===== config.mk =====
export PLATFORM = sky130hd
export DESIGN_NAME = p_mul_ctrl
export DESIGN_NICKNAME = d
export VERILOG_FILES = /design/src/rtl/p_mul_ctrl.sv
export SDC_FILE = /design/constraint.sdc
export NUM_CORES = 1
export LEC_CHECK = 0
export BUFFER_PORTS_ARGS = -buffer_cell sky130_fd_sc_hd__buf_2
export CAP_MARGIN = 20
export CORE_AREA = 4 4 113 115
export DETAILED_ROUTE_END_ITERATION = 12
export DIE_AREA = 0 0 117 119
export PLACE_DENSITY = 0.73
export SLEW_MARGIN = 10
export SYNTH_ARGS = -nofsm -noshare
export SYNTH_HDL_FRONTEND = slang
export SYNTH_SLANG_ARGS = --single-unit

===== constraint.sdc =====
create_clock -name clock -period 2.12 [get_ports clock]
set_input_delay 0.424 -clock clock [delete_from_list [all_inputs] [get_ports clock]]
set_output_delay 0.424 -clock clock [all_outputs]
set_load 0.01 [all_outputs]

===== src/rtl/p_mul_ctrl.sv =====
`timescale 1ns/1ps
// p_mul_ctrl: round-robin sequencer sharing one packed multiplier between two requesters.
// Latency: accept to response N+1 cycles (N = lane width + 1); 1 cycle for an op rejected by P_MUL_CTRL_PW_CHECK_EN.
// Backpressure: one op in flight, both reqN_ready low outside IDLE; the response is held until rspN_ready.
module p_mul_ctrl #(
  parameter int RR_INIT = 0
) (
  input  logic        clock,
  input  logic        resetn,

  input  logic        req0_valid,
  output logic        req0_ready,
  input  logic [7:0]  req0_op,
  input  logic [31:0] req0_crs1,
  input  logic [31:0] req0_crs2,

  input  logic        req1_valid,
  output logic        req1_ready,
  input  logic [7:0]  req1_op,
  input  logic [31:0] req1_crs1,
  input  logic [31:0] req1_crs2,

  output logic        rsp0_valid,
  input  logic        rsp0_ready,
  output logic        rsp1_valid,
  input  logic        rsp1_ready,
  output logic [31:0] rsp_result,
  output logic        rsp_error,

  output logic        mul_valid,
  input  logic        mul_ready,
  output logic        mul_l,
  output logic        mul_h,
  output logic        clmul,
  output logic [4:0]  mul_pw,
  output logic [31:0] mul_crs1,
  output logic [31:0] mul_crs2,
  input  logic [31:0] mul_result
);

  typedef struct packed {
    logic [4:0] pw;
    logic       clmul;
    logic       mul_h;
    logic       mul_l;
  } op_t;

  typedef enum logic [1:0] {
    IDLE = 2'd0,
    BUSY = 2'd1,
    RESP = 2'd2
  } state_t;

  localparam logic RR_INIT_PORT = (RR_INIT != 0);

  state_t      state_q, state_d;
  logic        ptr_q;
  logic        gnt_q;
  op_t         op_q;
  logic [31:0] crs1_q, crs2_q;
  logic [31:0] result_q;

  logic        win;
  logic        accept;
  op_t         win_op;
  logic [31:0] win_crs1, win_crs2;
  logic        op_bad;
  logic        rsp_done;

  // Grant only in IDLE; on contention the priority pointer picks the winner.
  always_comb begin
    win        = 1'b0;
    req0_ready = 1'b0;
    req1_ready = 1'b0;
    if (state_q == IDLE) begin
      if (req0_valid && req1_valid) begin
        win = ptr_q;
      end else begin
        win = req1_valid;
      end
      req0_ready = req0_valid && !win;
      req1_ready = req1_valid &&  win;
    end
  end

  assign accept   = req0_ready | req1_ready;
  assign win_op   = win ? op_t'(req1_op) : op_t'(req0_op);
  assign win_crs1 = win ? req1_crs1 : req0_crs1;
  assign win_crs2 = win ? req1_crs2 : req0_crs2;

`ifdef P_MUL_CTRL_PW_CHECK_EN
  // Legal widths are a single one of pw[3:0]; pw[4] is reserved.
  assign op_bad = !($onehot(win_op.pw[3:0]) && !win_op.pw[4]);
`else
  assign op_bad = 1'b0;
`endif

  assign rsp_done = (state_q == RESP) && (gnt_q ? rsp1_ready : rsp0_ready);

  always_comb begin
    state_d = state_q;
    case (state_q)
      IDLE: begin
        if (accept) begin
          state_d = op_bad ? RESP : BUSY;
        end
      end
      BUSY: begin
        if (mul_ready) begin
          state_d = RESP;
        end
      end
      RESP: begin
        if (rsp_done) begin
          state_d = IDLE;
        end
      end
      default: state_d = IDLE;
    endcase
  end

  always_ff @(posedge clock or negedge resetn) begin
    if (!resetn) begin
      state_q  <= IDLE;
      ptr_q    <= RR_INIT_PORT;
      gnt_q    <= 1'b0;
      op_q     <= '0;
      crs1_q   <= '0;
      crs2_q   <= '0;
      result_q <= '0;
    end else begin
      state_q <= state_d;
      if (accept) begin
        ptr_q  <= !win;
        gnt_q  <= win;
        op_q   <= win_op;
        crs1_q <= win_crs1;
        crs2_q <= win_crs2;
      end
      if (accept && op_bad) begin
        result_q <= '0;
      end else if (mul_valid && mul_ready) begin
        result_q <= mul_result;
      end
    end
  end

`ifdef P_MUL_CTRL_PW_CHECK_EN
  logic error_q;

  always_ff @(posedge clock or negedge resetn) begin
    if (!resetn) begin
      error_q <= 1'b0;
    end else if (accept) begin
      error_q <= op_bad;
    end
  end

  assign rsp_error = error_q;
`else
  assign rsp_error = 1'b0;
`endif

  // Valid is decoded straight from the state register so reset drops it at once.
  assign mul_valid  = (state_q == BUSY);
  assign rsp0_valid = (state_q == RESP) && !gnt_q;
  assign rsp1_valid = (state_q == RESP) &&  gnt_q;
  assign rsp_result = result_q;

  assign mul_l    = op_q.mul_l;
  assign mul_h    = op_q.mul_h;
  assign clmul    = op_q.clmul;
  assign mul_pw   = op_q.pw;
  assign mul_crs1 = crs1_q;
  assign mul_crs2 = crs2_q;

endmodule


## Yosys cells after proc, flatten, opt, wreduce, memory -nomap -nowiden

Cells that the tools add are included.

| storage, ports and cells | value |
|---|---|
| bits in registers | 108 |
| input bits | 183 |
| output and inout port bits | 110 |
| word-level logic and storage cells | 41 |

| operators by class | value |
|---|---|
| equal/unequal tests | 5 |
| multiplexer cells | 13 |
| bitwise gates (word level) | 1 |
| reductions and logical operators | 12 |

Operators with widths:

| cell | number |
|---|---|
| two-way mux 32 bit | 2 |
| two-way mux 8 bit | 1 |
| logical AND 1 bit | 7 |
| two-way mux 1 bit | 6 |
| two-way mux 2 bit | 3 |
| one-hot mux 2 bit (3 select lines) | 1 |
| inequality test 2 bit, second input constant | 2 |
| logical NOT 1 bit | 3 |
| AND reduction 3 bit | 1 |
| equality test 2 x 1 -> 1 bit, second input constant | 1 |
| equality test 2 bit, second input constant | 1 |
| logical NOT 2 bit | 1 |
| inequality test 2 x 1 -> 1 bit, second input constant | 1 |
| OR 1 bit | 1 |

## Longest topological paths before layout

Gate-level depths: netlist of run 1.

| logic depth | value |
|---|---|
| depth in word-level cells | 9 |
| depth in mapped cells | 6 |
| gate-level depth less buffers | 3 |

## Least setup slack after synthesis of run 1

Ideal clock, no wire load.

| timing | value |
|---|---|
| path type | reg2out |
| from | register state_q[0] |
| to | output req0_ready |
| arrival | 1.424 ns |
| required time | 1.696 ns |
| path slack | 0.272 ns |
| stages on the path, launching flop included | 5 |
| path buffers | 2 |
| cells stage by stage | dfrtp_1 > buf_6 > or3b_4 > a21oi_4 > buf_8 |

| on the way | value |
|---|---|
| word-level cells in the longest chain between the ends | 2 |

RTL lines:

| element | line | RTL |
|---|---|---|
| from (decl) | 56 | `state_t state_q, state_d;` |
| from (signal assigned) | 132 | `state_q <= state_d;` |
| logical NOT 2 bit | 75 | `if (state_q == IDLE) begin` |
| two-way mux 1 bit | 75 |  |
| to (decl) | 12 | `output logic req0_ready,` |

No other way between the ends.

## Final worst setup path of run 1

Ends and elaborated chain as after synthesis.

==> impl_metrics.py, run 1 <==
metrics = {
    "floorplanning": {
        "io_pins": 293,
        "core_area_um2": 11810,
        "die_w_um": 117,
        "die_area_um2": 13920,
        "die_h_um": 119,
        "rows": 40,
        "start_util_pct": 39.58,
    },
    "clock_network": {
        "clkTransAtPathRegs_ps": 80,
        "cts.repair.resized": 0,
        "clock-sinks": 108,
        "clockRootBuffer": "clkbuf_16",
        "clk_path_buf_depth": 2,
        "postCtsSetupBuffers": 0,
        "cts_tree": "done",
        "holdBufCountCts": 1,
        "clkLatencyLatePin_ps": 340,
        "numCtsBuffers": 9,
        "h-tree-depth": 3,
    },
    "timing": {
        "setup_tns_ps": 0,
        "skew_ps": 6.357,
        "drv_slew": 0,
        "tightest_slew_ps": 511.2,
        "finalSetupViolations": 0,
        "slew_headroom_pct": 65.79,
        "finalCriticalPeriod_ps": 2011,
        "hold_viol_final": 0,
        "rsz0062_at_grt": "no",
        "post-route-period-util_pct": 94.88,
        "fmax_mhz": 497.2,
        "whs_ps": 292.4,
    },
    "final_layout": {
        "fin_area_um2": 6548,
        "drive_gt1_share_pct": 67.04,
        "area_delta_synth_final_pct": 40.07,
        "multi_input_area_um2": 1764,
        "final_nets": 800,
        "seqCellArea_um2": 2703,
        "final_cell_mix": "buf_2 (290), dfrtp_1 (108), and3_1 (72)",
        "final_common_cell": "buf_2",
        "diodes": 0,
        "utilization_pct": 55.43,
        "fillers": 1025,
    },
    "critical_path": {
        "ff2ff_path_depth": 4,
        "r2r-end": "mul_crs2[3]$_DFFE_PN0P_",
        "critPathMaxFanout": 9,
        "crit_type": "flip-flop to output pin",
        "cp-start-kind": "flip-flop",
        "cp-startpoint": "state_q[0]$_DFFE_PN0P_",
        "crit_required_ps": 1700,
        "r2r_slack_ps": 390,
        "worstReg2RegStart": "state_q[0]$_DFFE_PN0P_",
        "arrival_ps": 1590,
        "cp-end-kind": "output pin",
    },
    "power_and_ir_drop": {
        "clock_power_share_pct": 16.9,
        "p_int_mw": 6.155,
        "switching_share_pct": 36.14,
        "vdd_drop_max_mv": 0.5116,
        "power.switching_mw": 3.484,
        "p_seq_share_pct": 38.3,
        "pwr-share-comb_pct": 44.7,
        "leakage_nw": 3.586,
        "powerDensity_nw_per_um2": 1472,
    },
    "place": {
        "placed_cell_area_um2": 6247,
        "portBuffers": 291,
        "place.gp.congestion": 0.7950,
        "dp_hpwl_um": 10380,
    },
    "drt": {
        "wl_per_cell_um": 18.10,
        "drt_first_pass_iters": 4,
        "dr_total_vias": 4095,
        "drc": 0,
        "drtIter0Drc": 210,
        "wirelength_um": 13920,
        "ant_nets": 0,
        "viasPerCell": 5.325,
    },
    "run_status": {
        "outcome": "finished clean",
    },
    "global_routing": {
        "antenna_found_initial": 0,
        "grt-ovfl-total": 0,
        "grt_pass1_vias": 4185,
        "grt_pass1_wl_um": 21160,
        "grt_max_degree": 73,
        "grtUsageTotal_pct": 19.06,
    },
    "min_path": {
        "holdPathEnd": "state_q[0]$_DFFE_PN0P_",
        "holdPathStages": 2,
        "hold_class": "input pin to flip-flop",
        "hold_start": "mul_ready",
    },
    "synth": {
        "synth_seq_area_share_pct": 57.82,
        "yosysUniqueCellTypes": 27,
        "synth_cells": 339,
        "ys_warn_count": 0,
        "synth_nets": 522,
        "avgSynthCellArea_um2": 13.79,
        "synth.cell_area_um2": 4674,
        "ys_seq_elements": 108,
    },
    "flow_run": {
        "cap_violations": 0,
    },
}
cell type report:
type / instances / share of cell area [%]
clock buffer: 9 / 3.440
clock inverter: 7 / 0.9937
multi-input combinational: 196 / 26.94
sequential: 108 / 41.28
tap: 147 / 2.809
timing repair buffer: 302 / 24.54
power by group through the flow:
stage / Combinational, mW / Sequential [mW] / Clock [mW]
floorplan: 2.23 / 4.10 / 0
global placement: 4.24 / 3.68 / 0
detailed placement: 4.39 / 3.70 / 0
CTS: 4.38 / 3.70 / 1.68
global route: 4.71 / 3.81 / 1.77
finish: 4.31 / 3.69 / 1.63
synth_stat cells, drive strengths merged:
cell,n,share of area [%]
mux2i,1,0.21
a221o,72,17
and3b,1,0.21
or3b,1,0.24
conb,1,0.080
dfrtp,108,58
a21oi,3,0.56
a21o,1,0.19
buf,13,3.1
nor2,1,0.080
clkbuf,22,1.8
mux2,32,7.7
nand2b,1,0.13
a211oi,1,0.16
nor3b,2,0.32
and3,72,9.6
nand2,2,0.16
o21ai,2,0.21
nor3,1,0.11
nor2b,1,0.13
and2,1,0.13
logic make-up after synthesis:
kind of cell           after synthesis  share of synthesized area (%)
other                                1                        0.08022
muxes                               33                          7.923
DFF                                108                          57.82
AOI/OAI and AO/OA                   79                          18.17
buffers and inverters               35                          4.845
and+or+nand+nor                     83                          11.16
how the worst max path moves through the flow:
stage / cells past startpoint / end / slack [ps]
2_1_floorplan: 4 / req0_ready / 270
3_3_place_gp: 5 / mul_pw[1]$_DFFE_PN0P_ / 380
3_5_place_dp: 5 / mul_crs2[31]$_DFFE_PN0P_ / 320
4_1_cts: 3 / req0_ready / 80
5_1_grt: 3 / req0_ready / 50
6_report: 3 / req0_ready / 110
state kept, by name, summed over array words and instances (netlist names):
signal	cells
ptr_q	1
mul_pw	5
gnt_q	1
mul_l	1
mul_crs1	32
mul_h	1
state_q	2
mul_crs2	32
rsp_result	32
clmul	1
worst max-delay path, cell delays in order, from the launching register on:
cell     delay, ps
dfrtp_1        470
or3b_4         450
a21oi_4        170
buf_2          160
metrics by stage:
| step | power, mW | cells | setup WS (ps) |
|---|---|---|---|
| 3_5_place_dp | 8.094 | 752 | 321.8 |
| 2_1_floorplan | 6.339 | 339 | 271.9 |
| 3_3_place_gp | 7.921 | 752 | 381.4 |
| 6_report | 9.639 | 769 | 108.6 |
| 4_1_cts | 9.758 | 769 | 83.66 |
| 5_1_grt | 10.29 | 769 | 47.58 |
per-layer routing:
metal  track usage (%)  part of all wire, %  wire length [µm]
met2             31.83                   49              6873
met4             6.667                  2.1               287
met5                 0                    0                 0
met1             24.79                   41              5710
met3             3.201                  7.5              1049
(Power assumes the default switching activity.)
==> run 2, diff against run 1 <==
- CORE_AREA: 4 4 113 115 -> not set
- CORE_ASPECT_RATIO: not set -> 2
- CORE_MARGIN: not set -> 4
- CORE_UTILIZATION: not set -> 40
- DIE_AREA: 0 0 117 119 -> not set
- PLACE_DENSITY: 0.73 -> 0.74
==> impl_metrics.py, run 2 (synthesized netlist as in run 1, its figures left out) <==
metrics = {
    "run_status": {
        "outcome": "finished clean",
    },
    "clock_network": {
        "clkLatencyLatePin_ps": 330,
        "clock-sinks": 108,
        "cts_tree": "done",
        "holdBufCountCts": 0,
        "h-tree-depth": 3,
        "clockRootBuffer": "clkbuf_16",
        "cts.repair.resized": 0,
        "numCtsBuffers": 9,
        "clk_path_buf_depth": 2,
        "postCtsSetupBuffers": 0,
        "clkTransAtPathRegs_ps": 70,
    },
    "global_routing": {
        "grt_max_degree": 73,
        "grt-ovfl-total": 0,
        "antenna_found_initial": 0,
        "grtUsageTotal_pct": 20.40,
        "grt_pass1_wl_um": 22380,
        "grt_pass1_vias": 4418,
    },
    "critical_path": {
        "cp-start-kind": "flip-flop",
        "arrival_ps": 1590,
        "crit_required_ps": 1700,
        "critPathMaxFanout": 9,
        "crit_type": "flip-flop to output pin",
        "cp-end-kind": "output pin",
    },
    "floorplanning": {
        "io_pins": 293,
        "core_area_um2": 11350,
        "start_util_pct": 41.17,
        "die_w_um": 84.44,
        "die_h_um": 160.9,
        "die_area_um2": 13580,
        "rows": 55,
    },
    "timing": {
        "skew_ps": 12.55,
        "tightest_slew_ps": 762.8,
        "whs_ps": 11.05,
        "hold_viol_final": 0,
        "finalSetupViolations": 0,
        "slew_headroom_pct": 49.15,
        "finalCriticalPeriod_ps": 2018,
        "fmax_mhz": 495.6,
        "rsz0062_at_grt": "no",
        "drv_slew": 0,
        "post-route-period-util_pct": 95.18,
        "setup_tns_ps": 0,
    },
    "final_layout": {
        "final_common_cell": "buf_2",
        "final_nets": 801,
        "drive_gt1_share_pct": 67.26,
        "diodes": 0,
        "seqCellArea_um2": 2703,
        "fillers": 976,
        "multi_input_area_um2": 1764,
        "fin_area_um2": 6515,
        "area_delta_synth_final_pct": 39.37,
        "final_cell_mix": "buf_2 (290), dfrtp_1 (108), and3_1 (72)",
    },
    "power_and_ir_drop": {
        "p_int_mw": 6.242,
        "clock_power_share_pct": 17.6,
        "pwr-share-comb_pct": 44.2,
        "powerDensity_nw_per_um2": 1487,
        "switching_share_pct": 35.57,
        "power.switching_mw": 3.446,
        "vdd_drop_max_mv": 0.5991,
        "p_seq_share_pct": 38.3,
        "leakage_nw": 3.592,
        "p_total_mw": 9.687,
    },
    "flow_run": {
        "cap_violations": 0,
    },
    "drt": {
        "drc": 0,
        "wirelength_um": 14410,
        "dr_total_vias": 4189,
        "wl_per_cell_um": 18.83,
        "drtIter0Drc": 218,
        "ant_nets": 0,
        "drt_first_pass_iters": 4,
        "viasPerCell": 5.476,
    },
    "place": {
        "placed_cell_area_um2": 6206,
        "portBuffers": 291,
        "dp_hpwl_um": 11200,
        "place.gp.congestion": 0.8306,
    },
    "min_path": {
        "hold_class": "input pin to asynchronous set/reset pin",
    },
}
==> run 2: changes by cell type in the layout (fill, tap and decap cells not counted), sizes merged <==
cell,change
clkbuf,+1
clkinv,+3
dlygate4sd3,-1
bufinv,+1
inv,-2
buf,+2
clkinvlp,-3
==> run 2: worst max-delay path: stages (launching register included) <==
cell and delay, ps:
dfrtp_1 470, or3b_4 450, a21oi_4 190, buf_2 170
==> run 2: final timing paths <==
kind | slack (ps) | to | start | depth (start not counted)
worst max-delay path | 100 | req0_ready | state_q[0]$_DFFE_PN0P_ | 3
worst min-delay path | 10 | rsp_result[10]$_DFFE_PN0P_ | resetn | 1
worst max register to register | 380 | mul_crs2[20]$_DFFE_PN0P_ | state_q[0]$_DFFE_PN0P_ | 4
worst min register to register | 500 | rsp_result[4]$_DFFE_PN0P_ | rsp_result[4]$_DFFE_PN0P_ | 1
max in group asynchronous | 1450 | mul_crs2[5]$_DFFE_PN0P_ | resetn | 2
min in group clock | 320 | rsp_result[19]$_DFFE_PN0P_ | mul_result[19] | 2
==> run 2: per-stage QoR <==
stage | std cells | util [%] | setup WS [ps]
finish | 765 | 57.38 | 102.2
detailed placement | 749 | 54.66 | 329.9
floorplan | 339 | - | 271.9
global placement | 749 | 54.66 | 342.7
CTS | 765 | 57.38 | 68.00
global route | 765 | 57.38 | 32.88
==> run 2: per-layer routing <==
metal	global-route usage, %	wire [µm]
met1	23.62	5226
met2	36.37	7657
met3	4.004	1017
met4	8.357	505
met5	0	0
==> run 2: layout make-up <==
type,count,area share [%]
clock inverters,6,1.075
repair buffers,303,23.97
multi-input cells,196,27.08
well taps,142,2.727
clock buffers,10,3.668
flip-flops and latches,108,41.48
==> run 2: power by group through the flow <==
stage,clock network (mW),logic (mW),registers (mW)
after floorplan,0,2.23,4.10
after global placement,0,4.21,3.70
after detailed placement,0,4.38,3.71
after CTS,1.74,4.36,3.71
after global routing,1.83,4.63,3.83
final,1.70,4.28,3.71
